## config.mk

```make
export PLATFORM = sky130hd
export DESIGN_NAME = regwrite_arbiter
export DESIGN_NICKNAME = d
export VERILOG_FILES = /design/src/rtl/common_pkg.sv /design/src/rtl/pipes_pkg.sv /design/src/rtl/regwrite_fifo.sv /design/src/rtl/regwrite_arbiter.sv
export SDC_FILE = /design/constraint.sdc
export NUM_CORES = 1
export LEC_CHECK = 0
export ABC_CLOCK_PERIOD_IN_PS = 5600
export BUFFER_PORTS_ARGS = -buffer_cell sky130_fd_sc_hd__buf_2
export CAP_MARGIN = 20
export CORE_ASPECT_RATIO = 0.7
export CORE_MARGIN = 1.5
export CORE_UTILIZATION = 49
export DETAILED_ROUTE_END_ITERATION = 6
export HOLD_SLACK_MARGIN = 0.03
export PLACE_DENSITY_LB_ADDON = 0.08
export SETUP_SLACK_MARGIN = 0.5
export SYNTH_ARGS = -nofsm -noshare
export SYNTH_HDL_FRONTEND = slang
export SYNTH_SLANG_ARGS = --single-unit
```

## constraint.sdc

```tcl
create_clock -name clk -period 5.6 [get_ports clk]
set_input_delay 1.68 -clock clk [delete_from_list [all_inputs] [get_ports clk]]
set_output_delay 1.68 -clock clk [all_outputs]
set_load 0.005 [all_outputs]
```

## src/rtl/common_pkg.sv

```systemverilog
// Shared core-wide scalar types: architectural register address and datapath word.
package common;
   localparam int unsigned NUM_CREGS = 32;
   localparam int unsigned XLEN      = 64;

   typedef logic [$clog2(NUM_CREGS)-1:0] creg_addr_t;
   typedef logic [XLEN-1:0]              word_t;
endpackage : common

```

## src/rtl/pipes_pkg.sv

```systemverilog
// Pipeline transfer records exchanged between stages.
package pipes;
   import common::*;

   typedef struct packed {
      logic       valid;
      creg_addr_t dst;
      word_t      data;
   } regwrite_req_t;
endpackage : pipes

```

## src/rtl/regwrite_fifo.sv

```systemverilog
// Circular queue of pending MDU register writes with per-entry valid bits,
// a match-invalidate port for WAW squashing, and automatic cleanup of invalid heads.
module regwrite_fifo
   import common::*;
   import pipes::*;
#(
   parameter int unsigned DEPTH = 2
) (
   input  logic          clk,
   input  logic          reset,
   input  logic          enq_i,
   input  regwrite_req_t enq_req_i,
   input  logic          pop_i,
   input  logic          inv_en_i,
   input  creg_addr_t    inv_dst_i,
   output regwrite_req_t head_o,
   output logic          pop_o,
   output logic          full_o,
   output logic          pending_o,
   output logic [NUM_CREGS-1:0] pending_mask_o
);
   localparam int unsigned PW = $clog2(DEPTH);
   localparam int unsigned CW = PW + 1;

   logic [PW-1:0]    head_q, tail_q;
   logic [CW-1:0]    count_q, count_d;
   logic [DEPTH-1:0] valid_q, valid_d;
   creg_addr_t       dst_q  [DEPTH];
   word_t            data_q [DEPTH];

   // Valid bits are cleared on pop, so slots outside the live window never report as pending.
   assign head_o.valid = valid_q[head_q];
   assign head_o.dst   = dst_q[head_q];
   assign head_o.data  = data_q[head_q];
   assign pop_o        = (count_q != '0) && (pop_i || !valid_q[head_q]);
   assign full_o       = (count_q == CW'(DEPTH));
   assign pending_o    = |valid_q;
   assign count_d      = count_q + CW'(enq_i) - CW'(pop_o);

   // NOTE: every variable in an always_comb gets a default first so no latch is inferred.
   always_comb begin
      valid_d = valid_q;
      for (int i = 0; i < DEPTH; i++) begin
         if (inv_en_i && dst_q[i] == inv_dst_i) valid_d[i] = 1'b0;
      end
      if (pop_o) valid_d[head_q] = 1'b0;
      if (enq_i) valid_d[tail_q] = enq_req_i.valid;
   end

   always_comb begin
      pending_mask_o = '0;
      for (int i = 0; i < DEPTH; i++) begin
         if (valid_q[i]) pending_mask_o[dst_q[i]] = 1'b1;
      end
      pending_mask_o[0] = 1'b0;
   end

   // NOTE: sequential state uses non-blocking assignments so all registers update together.
   always_ff @(posedge clk) begin
      if (!reset) begin
         head_q  <= '0;
         tail_q  <= '0;
         count_q <= '0;
         valid_q <= '0;
      end else begin
         head_q  <= head_q + PW'(pop_o);
         tail_q  <= tail_q + PW'(enq_i);
         count_q <= count_d;
         valid_q <= valid_d;
      end
   end

   // NOTE: payload storage is not reset; the valid bits alone decide whether a slot means anything.
   always_ff @(posedge clk) begin
      if (enq_i) begin
         dst_q[tail_q]  <= enq_req_i.dst;
         data_q[tail_q] <= enq_req_i.data;
      end
   end
endmodule : regwrite_fifo

```

## src/rtl/regwrite_arbiter.sv

```systemverilog
// Register-file write-port arbiter: pipeline writeback vs queued MDU results.
// Build option REGWRITE_ARB_STARVE_EN enables the starvation guard (wait_cnt + pipe_stall).
module regwrite_arbiter
   import common::*;
   import pipes::*;
#(
   parameter int unsigned FIFO_DEPTH = 2,
   parameter int unsigned STARVE_MAX = 4
) (
   input  logic                 clk,
   input  logic                 reset,
   input  logic                 pipe_valid,
   input  creg_addr_t           pipe_dst,
   input  word_t                pipe_data,
   input  logic                 mdu_valid,
   input  creg_addr_t           mdu_dst,
   input  word_t                mdu_data,
   output logic                 mdu_ready,
   output logic                 pipe_stall,
   output logic                 wvalid,
   output creg_addr_t           wa,
   output word_t                wd,
   output logic                 pending,
   output logic [NUM_CREGS-1:0] pending_mask
);
   regwrite_req_t        head, enq_req;
   logic                 live, starving, head_grant, pipe_grant;
   logic                 enq, fifo_pop, fifo_full, fifo_pending;
   logic [NUM_CREGS-1:0] fifo_mask;

   assign live      = pipe_valid && (pipe_dst != '0);
   assign mdu_ready = reset && !fifo_full;
   assign enq       = mdu_valid && mdu_ready && (mdu_dst != '0);
   // A same-cycle pipeline write to the same register is younger, so the result arrives dead.
   assign enq_req   = '{valid: !(pipe_grant && pipe_dst == mdu_dst), dst: mdu_dst, data: mdu_data};

   regwrite_fifo #(.DEPTH(FIFO_DEPTH)) u_fifo (
      .clk            (clk),
      .reset          (reset),
      .enq_i          (enq),
      .enq_req_i      (enq_req),
      .pop_i          (head_grant),
      .inv_en_i       (pipe_grant),
      .inv_dst_i      (pipe_dst),
      .head_o         (head),
      .pop_o          (fifo_pop),
      .full_o         (fifo_full),
      .pending_o      (fifo_pending),
      .pending_mask_o (fifo_mask)
   );

`ifdef REGWRITE_ARB_STARVE_EN
   localparam int unsigned WW = $clog2(STARVE_MAX + 1);

   logic [WW-1:0] wait_cnt_q, wait_cnt_d;

   assign starving = head.valid && (wait_cnt_q == WW'(STARVE_MAX));

   always_comb begin
      wait_cnt_d = wait_cnt_q;
      if (fifo_pop)
         wait_cnt_d = '0;
      else if (pipe_grant && head.valid && wait_cnt_q != WW'(STARVE_MAX))
         wait_cnt_d = wait_cnt_q + 1'b1;
   end

   always_ff @(posedge clk) begin
      if (!reset) wait_cnt_q <= '0;
      else        wait_cnt_q <= wait_cnt_d;
   end
`else
   assign starving = 1'b0;
`endif

   always_comb begin
      wvalid     = 1'b0;
      wa         = '0;
      wd         = '0;
      pipe_stall = 1'b0;
      head_grant = 1'b0;
      pipe_grant = 1'b0;
      if (reset) begin
         if (starving) begin
            head_grant = 1'b1;
            pipe_stall = live;
         end else if (live) begin
            pipe_grant = 1'b1;
         end else if (head.valid) begin
            head_grant = 1'b1;
         end
         if (head_grant) begin
            wvalid = 1'b1;
            wa     = head.dst;
            wd     = head.data;
         end else if (pipe_grant) begin
            wvalid = 1'b1;
            wa     = pipe_dst;
            wd     = pipe_data;
         end
      end
   end

   assign pending      = reset && fifo_pending;
   assign pending_mask = reset ? fifo_mask : '0;
endmodule : regwrite_arbiter

```

==> results_dict.tcl, run 1 <==
set metrics [dict create \
    die_w_um 145 \
    htree_levels 4 \
    crit_type "primary input to primary output" \
    insertion_delay_ns 0.41 \
    dpl.hpwl_um 11200 \
    clock.fmax_ghz 0.203 \
    finalMaxSlewViolations 0 \
    peakVddDrop_mv 0.266 \
    finClkSkew_ns 0.0105 \
    synthCells 551 \
    syn_area_per_cell_sq_um 12.6 \
    drive_gt1_frac 0.396 \
    switching_share 0.233 \
    critPathCaptureType "primary output" \
    port-buffer-count 244 \
    drt_iter0_drc 228 \
    fin_crit_ns 4.93 \
    grt-ovfl-total 0 \
    hold_depth 1 \
    rows 36 \
    post-cts-setup-buffers 0 \
    fin_nets 924 \
    drtAntennaViolNets 0 \
    yosysWarnings 0 \
    die_h_um 103 \
    rsz0062_at_grt "false" \
    crit_fanout 68 \
    critPathArrivalTime_ns 3.25 \
    p_total_mw 2.57 \
    maxCapViolCount 0 \
    pwr_density_cell_nw_per_um2 291 \
    track_usage 0.215 \
    routed_wl_um 16200 \
    fin_setup_tns_ns 0 \
    ys_seq_area_frac 0.616 \
    grt_pass1_wl_um 24500 \
    clk_pin_slew_worst_paths_ns 0.06 \
    grt_max_degree 70 \
    r2r_cells 3 \
    hp-class "register to register" \
    io_pins 247 \
    final_common_cell "buf_2" \
    power.internal_mw 1.97 \
    syn_area_sq_um 6960 \
    dr.pass1.iters 5 \
    grt_pass1_vias 4830 \
    finalCritPeriodShare 0.881 \
    fillers 1114 \
    area_growth_pct 26.7 \
    ys_seq_elements 145 \
    cts_sinks 145 \
    p_sw_mw 0.597 \
    seq_power_share 0.495 \
    cts_buffers 17 \
    die-area_sq_um 14900 \
    finalNonFillerCells 982 \
    layout_common_cells "244 x buf_2, 138 x edfxtp_1, 79 x nand2_1" \
    wl_per_cell_um 16.5 \
    drc 0 \
    synthFlopType "edfxtp_1" \
    cts_root_buffer "clkbuf_16" \
    worst_r2r_endpoint "u_fifo.data_q[0][10]" \
    start_util 0.501 \
    vias 5133 \
    ys_async_sr_fraction 0 \
    setup_viol 0 \
    p_clk_frac 0.404 \
    max-clock-path-buffers 2 \
    setup.worst_path.start "pipe_dst[2]" \
    relSlewSlack 0.327 \
    critPathRequiredTime_ns 3.92 \
    cts_tree "done" \
    routed_via_density 5.23 \
    p_comb_frac 0.102 \
    r2r_start "u_fifo.count_q[0]" \
    hp-start "u_fifo.tail_q" \
    core_area_sq_um 13900 \
    place_inst 950 \
    reg2reg_slack_ns 3.34 \
    holdWs_ns 0.534 \
    finalHoldViolations 0 \
    hold_end "u_fifo.valid_q[0]" \
    place_congestion 0.899 \
    antenna_found_initial 1 \
    synth-edff-count 138 \
    p_leak_nw 3.40 \
    outcome "finished clean" \
    setup.worst_path.start_class "primary input" \
    worst_pin_slew_ns 1.01 \
    ys_types 45 \
    diodes 0 \
]
==> power groups by stage <==
stage	Sequential, mW	Clock [mW]	Combinational (mW)
after floorplan	1.27	0	0.163
after global placement	1.29	0	0.256
after detailed placement	1.29	0	0.263
after CTS	1.27	1.06	0.264
after global routing	1.27	1.11	0.289
final	1.27	1.04	0.261
==> Yosys cell counts (3+ instances only) <==
cell type,instances,area (sq um)
a21oi_1,3,15.0
nor2_1,37,139
o32ai_1,4,35.0
xnor2_1,15,131
nand3b_1,10,75.1
dfxtp_1,7,140
o21ai_2,20,175
or3b_2,6,52.6
buf_2,9,45.0
nand3_1,9,45.0
mux2i_1,71,711
ha_1,3,37.5
clkbuf_1,22,82.6
edfxtp_1,138,4140
nand2_1,79,297
o21ai_0,50,250
o22a_1,31,272
buf_4,3,22.5
buf_1,3,11.3
==> cell families after synthesis <==
| family | Yosys count | share of synthesized area |
|---|---|---|
| multiplexers | 73 | 0.105 |
| buffers and inverters | 42 | 0.0317 |
| AND/OR/NAND/NOR | 155 | 0.103 |
| flip-flops | 145 | 0.616 |
| AO/OA/AOI/OAI | 117 | 0.119 |
| adder cells (fa/ha/maj) | 3 | 0.00540 |
| other | 1 | 0.000539 |
| XOR/XNOR | 15 | 0.0189 |
==> flip-flops by register name, summed over array words and instances (netlist names), named ones only <==
signal / count
u_fifo.tail_q: 1
u_fifo.head_q: 1
u_fifo.dst_q: 10
u_fifo.data_q: 128
u_fifo.valid_q: 2
u_fifo.count_q: 2
==> critical path, cell delays in order <==
cell     delay, ns
buf_2         0.14
or3_4         0.43
o21ai_4       0.23
nand3_4       0.09
buf_6         0.23
o21ai_0       0.24
buf_2         0.14
==> metal layers <==
metal,share of wire,vias to the layer above,global-route usage
met5,0,-,0
met4,0.0073,0,0.0659
met3,0.074,11,0.0712
met2,0.47,207,0.347
met1,0.45,2403,0.279
li1,-,2512,-
==> per-stage QoR <==
stage | cell area [sq um] | utilization | worst slack (ns)
after global placement | 8270 | 0.596 | 0.501
after detailed placement | 8270 | 0.596 | 0.452
after CTS | 8810 | 0.635 | 0.542
final | 8820 | 0.636 | 0.666
after floorplan | 6960 | - | 1.04
after global routing | 8820 | 0.636 | 0.552
==> final cells by class <==
class,count,area [sq um],area share
inverter,2,7.51,0.000851
tap,190,238,0.0270
clock buffer,19,433,0.0491
timing repair buffer,248,1250,0.142
sequential,145,4290,0.486
clock inverter,13,114,0.0129
multi-input combinational,365,2480,0.282
==> worst max path at each step <==
stage / to / slack, ns / cells past startpoint
global route: wd[26] / 0.55 / 7
CTS: wd[26] / 0.54 / 7
global placement: wd[26] / 0.50 / 7
finish: wd[1] / 0.67 / 7
floorplan: wd[43] / 1.04 / 7
detailed placement: wd[26] / 0.45 / 7
==> repair_timing <==
action	in CTS	in global routing
endpoints found under the setup margin	1	21
hold buffers	0	0
hold endpoints to repair	0	0
resized for setup	1	1
cloned	0	0
pin swaps	0	0
No activity file was read; power rests on OpenSTA's default activity.
==> inputs of run 2 (changes only) <==
--- a/config.mk
+++ b/config.mk
@@ -5,12 +5,12 @@
 export SDC_FILE = /design/constraint.sdc
 export NUM_CORES = 1
 export LEC_CHECK = 0
-export ABC_CLOCK_PERIOD_IN_PS = 5600
+export ABC_CLOCK_PERIOD_IN_PS = 4250
 export BUFFER_PORTS_ARGS = -buffer_cell sky130_fd_sc_hd__buf_2
 export CAP_MARGIN = 20
 export CORE_ASPECT_RATIO = 0.7
 export CORE_MARGIN = 1.5
-export CORE_UTILIZATION = 49
+export CORE_UTILIZATION = 45
 export DETAILED_ROUTE_END_ITERATION = 6
 export HOLD_SLACK_MARGIN = 0.03
 export PLACE_DENSITY_LB_ADDON = 0.08
==> constraint.sdc (replaced) <==
create_clock -name clk -period 4.25 [get_ports clk]
set_input_delay 1.275 -clock clk [delete_from_list [all_inputs] [get_ports clk]]
set_output_delay 1.275 -clock clk [all_outputs]
set_load 0.005 [all_outputs]
==> results_dict.tcl, run 2 (synthesized netlist as in run 1, its figures left out) <==
set metrics [dict create \
    worst_r2r_endpoint "u_fifo.data_q[0][51]" \
    dr.pass1.iters 4 \
    pwr_density_cell_nw_per_um2 378 \
    drc 0 \
    start_util 0.467 \
    fillers 1195 \
    track_usage 0.212 \
    cts_tree "done" \
    clock.fmax_ghz 0.253 \
    antenna_found_initial 2 \
    multi_input_area_sq_um 2490 \
    regArea_sq_um 4290 \
    relSlewSlack 0.298 \
    critPathArrivalTime_ns 2.68 \
    grt_pass1_wl_um 26100 \
    die_h_um 107 \
    cts_sinks 145 \
    outcome "finished clean" \
    fin_crit_ns 3.95 \
    area_growth_pct 29.9 \
    cp-endpoint "wd[61]" \
    grt_max_degree 70 \
    insertion_delay_ns 0.41 \
    setup.worst_path.start "pipe_dst[2]" \
    critPathMaxStageDelay_ns 0.41 \
    max-clock-path-buffers 2 \
    finalHoldViolations 0 \
    wl_per_cell_um 17.0 \
    routed_wl_um 17000 \
    p_total_mw 3.42 \
    clk_pin_slew_worst_paths_ns 0.06 \
    drt_iter0_drc 272 \
    r2r_start "u_fifo.count_q[0]" \
    grt-ovfl-total 0 \
    vias 5270 \
    finClkSkew_ns 0.0106 \
    fin_setup_tns_ns 0 \
    cp_top_family "simple AND/OR/NAND/NOR gates" \
    htree_levels 4 \
    cts_root_buffer "clkbuf_16" \
    setup_viol 0 \
    hp-start "u_fifo.head_q" \
    cts_buffers 17 \
    worst_pin_slew_ns 1.05 \
    path_buf_inv 4 \
    drive_gt1_frac 0.410 \
    maxCapViolCount 0 \
    fin_nets 936 \
    top_regs "u_fifo.data_q (128), u_fifo.dst_q (10)" \
    port-buffer-count 244 \
    setup.worst_path.start_class "primary input" \
    die-area_sq_um 16200 \
    p_leak_nw 3.51 \
    reg2reg_slack_ns 1.93 \
    peakVddDrop_mv 0.290 \
    io_pins 247 \
    crit_type "primary input to primary output" \
    finalMaxSlewViolations 0 \
    layout_common_cells "241 x buf_2, 138 x edfxtp_1, 79 x nand2_1" \
    critPathRequiredTime_ns 2.97 \
    crit_chain "buf_6, or3_4, o21ai_4, nand3_4, buf_12, clkbuf_16, o21ai_2, buf_2" \
    place_congestion 0.866 \
    grt_pass1_vias 5165 \
    core_area_sq_um 14900 \
    rsz0062_at_grt "true" \
    hp-class "register to register" \
    regMostFlops "u_fifo.data_q" \
    rows 37 \
    r2r_cells 3 \
    crit_path_top_delay_cell "or3_4" \
    largest_reg_flops 128 \
    crit_fanout 4 \
    cts_hold_buf 0 \
    final_common_cell "buf_2" \
    drtAntennaViolNets 0 \
    finalCritPeriodShare 0.930 \
    cp.depth 8 \
    routed_via_density 5.27 \
    die_w_um 152 \
    critPathCaptureType "primary output" \
    dpl.hpwl_um 11800 \
]
[run 2: power by group]
group          internal [mW]  switching, mW
registers               1.63         0.0399
logic                  0.181          0.195
clock network          0.765          0.610
total                   2.57          0.844
[run 2: cell type report]
class	count	share of cell area
tap	195	0.0270
inverter	2	0.000831
antenna	1	0.000277
clock buffer	18	0.0475
multi-input combinational	365	0.276
timing repair buffer	260	0.161
sequential	145	0.474
clock inverter	14	0.0132
[run 2: per-stage QoR]
| step | util | std cells | hold WS, ns | instance area, sq um | worst slack, ns |
|---|---|---|---|---|---|
| finish | 0.606 | 1000 | 0.588 | 9040 | 0.297 |
| global route | 0.606 | 999 | 0.608 | 9030 | 0.234 |
| CTS | 0.603 | 997 | 0.594 | 8990 | 0.317 |
| detailed placement | 0.559 | 960 | 0.577 | 8330 | 0.219 |
| global placement | 0.559 | 960 | 0.530 | 8330 | 0.278 |
| floorplan | - | 552 | 0.440 | 6960 | 0.444 |
[run 2: worst min-delay path by stage]
stage / to / cells after the start / slack [ns]
final: register / 2 / 0.59
after global routing: u_fifo.valid_q[0] / 1 / 0.61
after detailed placement: register / 2 / 0.58
after CTS: register / 2 / 0.59
after floorplan: u_fifo.valid_q[0] / 1 / 0.44
after global placement: u_fifo.valid_q[0] / 1 / 0.53
[run 2: layer usage]
metal  vias to the layer above  global-route usage  part of all wire
met1                      2496               0.277              0.44
met4                         2              0.0611            0.0096
li1                       2538                   -                 -
met5                         -                   0           0.00071
met3                        17              0.0536             0.077
met2                       217               0.349              0.48
[run 2: timing repair]
| action | in CTS | in global routing |
|---|---|---|
| buffers inserted | 3 | 1 |
| pin swaps | 10 | 4 |
| setup endpoints to repair | 69 | 69 |
| gates resized for setup | 9 | 12 |
| gates cloned | 2 | 1 |
[run 2: tightest hold or removal path: cells and delay by family, from the launching register on]
family        cells  cell delay [ns]
flops             1             0.37
mux               1             0.06
simple gates      1             0.11
